## config.mk

```make
export PLATFORM = sky130hd
export DESIGN_NAME = prbs_popcount
export DESIGN_NICKNAME = d
export VERILOG_FILES = /design/src/rtl/prbs_popcount.sv
export SDC_FILE = /design/constraint.sdc
export NUM_CORES = 1
export LEC_CHECK = 0
export ABC_CLOCK_PERIOD_IN_PS = 12580
export CAP_MARGIN = 20
export CORE_AREA = 5 5 42 44
export DETAILED_ROUTE_END_ITERATION = 8
export DIE_AREA = 0 0 47 49
export PLACE_DENSITY = 0.46
export SYNTH_ARGS = -nofsm -noshare
export SYNTH_HDL_FRONTEND = slang
export SYNTH_SLANG_ARGS = --single-unit
```

## constraint.sdc

```tcl
create_clock -name vclk -period 12.58
set_input_delay 3.145 -clock vclk [all_inputs]
set_output_delay 3.145 -clock vclk [all_outputs]
set_load 0.01 [all_outputs]
```

## src/rtl/prbs_popcount.sv

```systemverilog
// Combinational population count of an N-bit word.
// The checker uses it to count bit errors.
module prbs_popcount #(
    parameter int unsigned N = 8,
    localparam int unsigned PW = $clog2(N + 1)
) (
    input  logic [N-1:0]  data_i,
    output logic [PW-1:0] count_o
);

    always_comb begin
        count_o = '0;
        for (int unsigned i = 0; i < N; i++) begin
            count_o = count_o + PW'(data_i[i]);
        end
    end

endmodule

```

==> results.tsv <==
stage	metric	value	unit
sta	rsz0062_at_grt	no	
sta	final_hold_viol_count	0	
sta	worstMarginPinSlew	0.129	ns
detailed_routing	drt_wl_total	334	um
pwr	cellLeakagePower	0.175	nW
global_route	grt_max_degree	3	
sta	finalSetupViolCount	0	
global_route	grt_pass1_vias	143	
sta	tns	0	ns
floorplanning	die-area	2300	um^2
pwr	power_frac_comb	100.0	%
pwr	pwr-share-clk	0	%
detailed_routing	num_vias	161	
synthesis	syn_area	190	um^2
pwr	switching_share	41.3	%
pwr	p_int	0.0162	mW
detailed_routing	firstDrtPassIters	1	
worst_setup_path	arrival	6.40	ns
global_route	grt_pass1_wl	545	um
detailed_routing	via_per_inst	3.10	
worst_setup_path	start_kind	primary input	
pwr	total_power	0.0276	mW
global_route	grt_util_all_layers	2.82	%
final_layout	clockBufferCount	0	
status	status	completed	
clocking	ctsResizeCount	0	
run	drv_cap	0	
floorplanning	initial_utilization	13.6	%
sta	min_period	9.55	ns
worst_setup_path	crit_fanout	2	
placed_design	gp_congestion	0.572	
floorplanning	die_x	47	um
synthesis	yosysUniqueCellTypes	6	
final_layout	syn_to_final_growth	73.7	%
detailed_routing	ant_nets	0	
final_layout	final_common_cell	inv_1	
final_layout	fin_nets	53	
final_layout	seq_area	0	um^2
pwr	p_sw	0.0114	mW
pwr	p_seq_share	0	%
synthesis	ys_seq_area_share	0	%
synthesis	yosysWarnings	0	
detailed_routing	wl_per_cell	6.42	um
sta	relSlewSlack	91.4	%
floorplanning	boundaryPins	12	
pwr	power.density	83.5	nW/um^2
detailed_routing	drc	0	
final_layout	fin_cells	52	
synthesis	avgSynthCellArea	7.92	um^2
detailed_routing	drt_iter0_markers	0	
sta	min_period_over_period	75.9	%
pwr	max-vdd-ir-drop	0.0000243	V
min_path	worstHoldPathType	in2out	
sta	slew_viol_final	0	
sta	max_freq	105	MHz
floorplanning	core	1400	um^2
final_layout	nFlopsAndLatches	0	
worst_setup_path	critPathCaptureType	primary output	
global_route	overflow	0	
floorplanning	std_cell_rows	14	
synthesis	syn_inst	24	
floorplanning	fp.dieH	49	um
placed_design	place_inst	52	
synthesis	syn_nets	39	
final_layout	drive_gt1_share	0	%
placed_design	port_buffers	12	
final_layout	final_cell_mix	inv_1 (14), clkdlybuf4s50_1 (12), fa_1 (4), ha_1 (3)	
worst_setup_path	cp.required	9.43	ns
sta	whs	7.40	ns
global_route	antenna_found_initial	0	
clocking	cts_setup_buffers	0	
clocking	hold_buffers	0	
final_layout	num_antenna_cells	0	
worst_setup_path	worstSetupPathType	in2out	
## worst max-delay path, cell delays in order
cell and delay [ns]:
clkdlybuf4s50_1 0.45, inv_1 0.05, fa_1 0.55, fa_1 0.43, fa_1 0.43, inv_1 0.06, ha_1 0.16, inv_1 0.05
fa_1 0.37, xnor2_1 0.15, clkdlybuf4s50_1 0.56
## synthesized netlist by cell type
master / number / area, um^2
ha_1: 3 / 37.5
a21oi_1: 1 / 5.00
fa_1: 4 / 80.1
inv_1: 14 / 52.6
xnor2_1: 1 / 8.76
nor2b_1: 1 / 6.26
## logic make-up (layout without fill, tap and decap cells)
group,Yosys count,count (layout),synth area share [%]
buf+inv,14,26,27.6
simple gates,1,1,3.29
compound gates,1,1,2.63
xor+xnor,1,1,4.61
fa+ha+maj,7,7,61.8
## power by group through the flow
| stage | clock (mW) | sequential (mW) | combinational (mW) |
|---|---|---|---|
| after floorplan | 0 | 0 | 0.0147 |
| after global placement | 0 | 0 | 0.0281 |
| after detailed placement | 0 | 0 | 0.0282 |
| after CTS | 0 | 0 | 0.0284 |
| after global routing | 0 | 0 | 0.0313 |
| final | 0 | 0 | 0.0276 |
## layer usage
metal,track usage [%],vias up,share of wire [%]
met4,0,0,0
met2,4.98,8,43
met5,0,-,0
li1,-,86,-
met1,3.74,67,41
met3,0.369,0,15
## path summary, 6_finish.rpt
check / endpoint / from / slack, ns / depth (start not counted)
setup / recovery: count_o[2] / data_i[0] / 3.03 / 11
hold / removal: count_o[0] / data_i[2] / 7.40 / 3
## stage by stage
step,area (um^2),setup slack (ns),utilization [%]
floorplan,190,4.01,-
global placement,330,2.99,23.6
detailed placement,330,3.01,23.6
CTS,330,2.99,23.6
global route,330,2.89,23.6
finish,330,3.03,23.6
## area by class of cell
class	instances	area, um^2
Tap cell	16	20.0
Fill cell	172	1070
Inverter	14	52.6
Multi-Input combinational cell	10	138
Timing Repair Buffer	12	120
(Power assumes the default switching activity.)
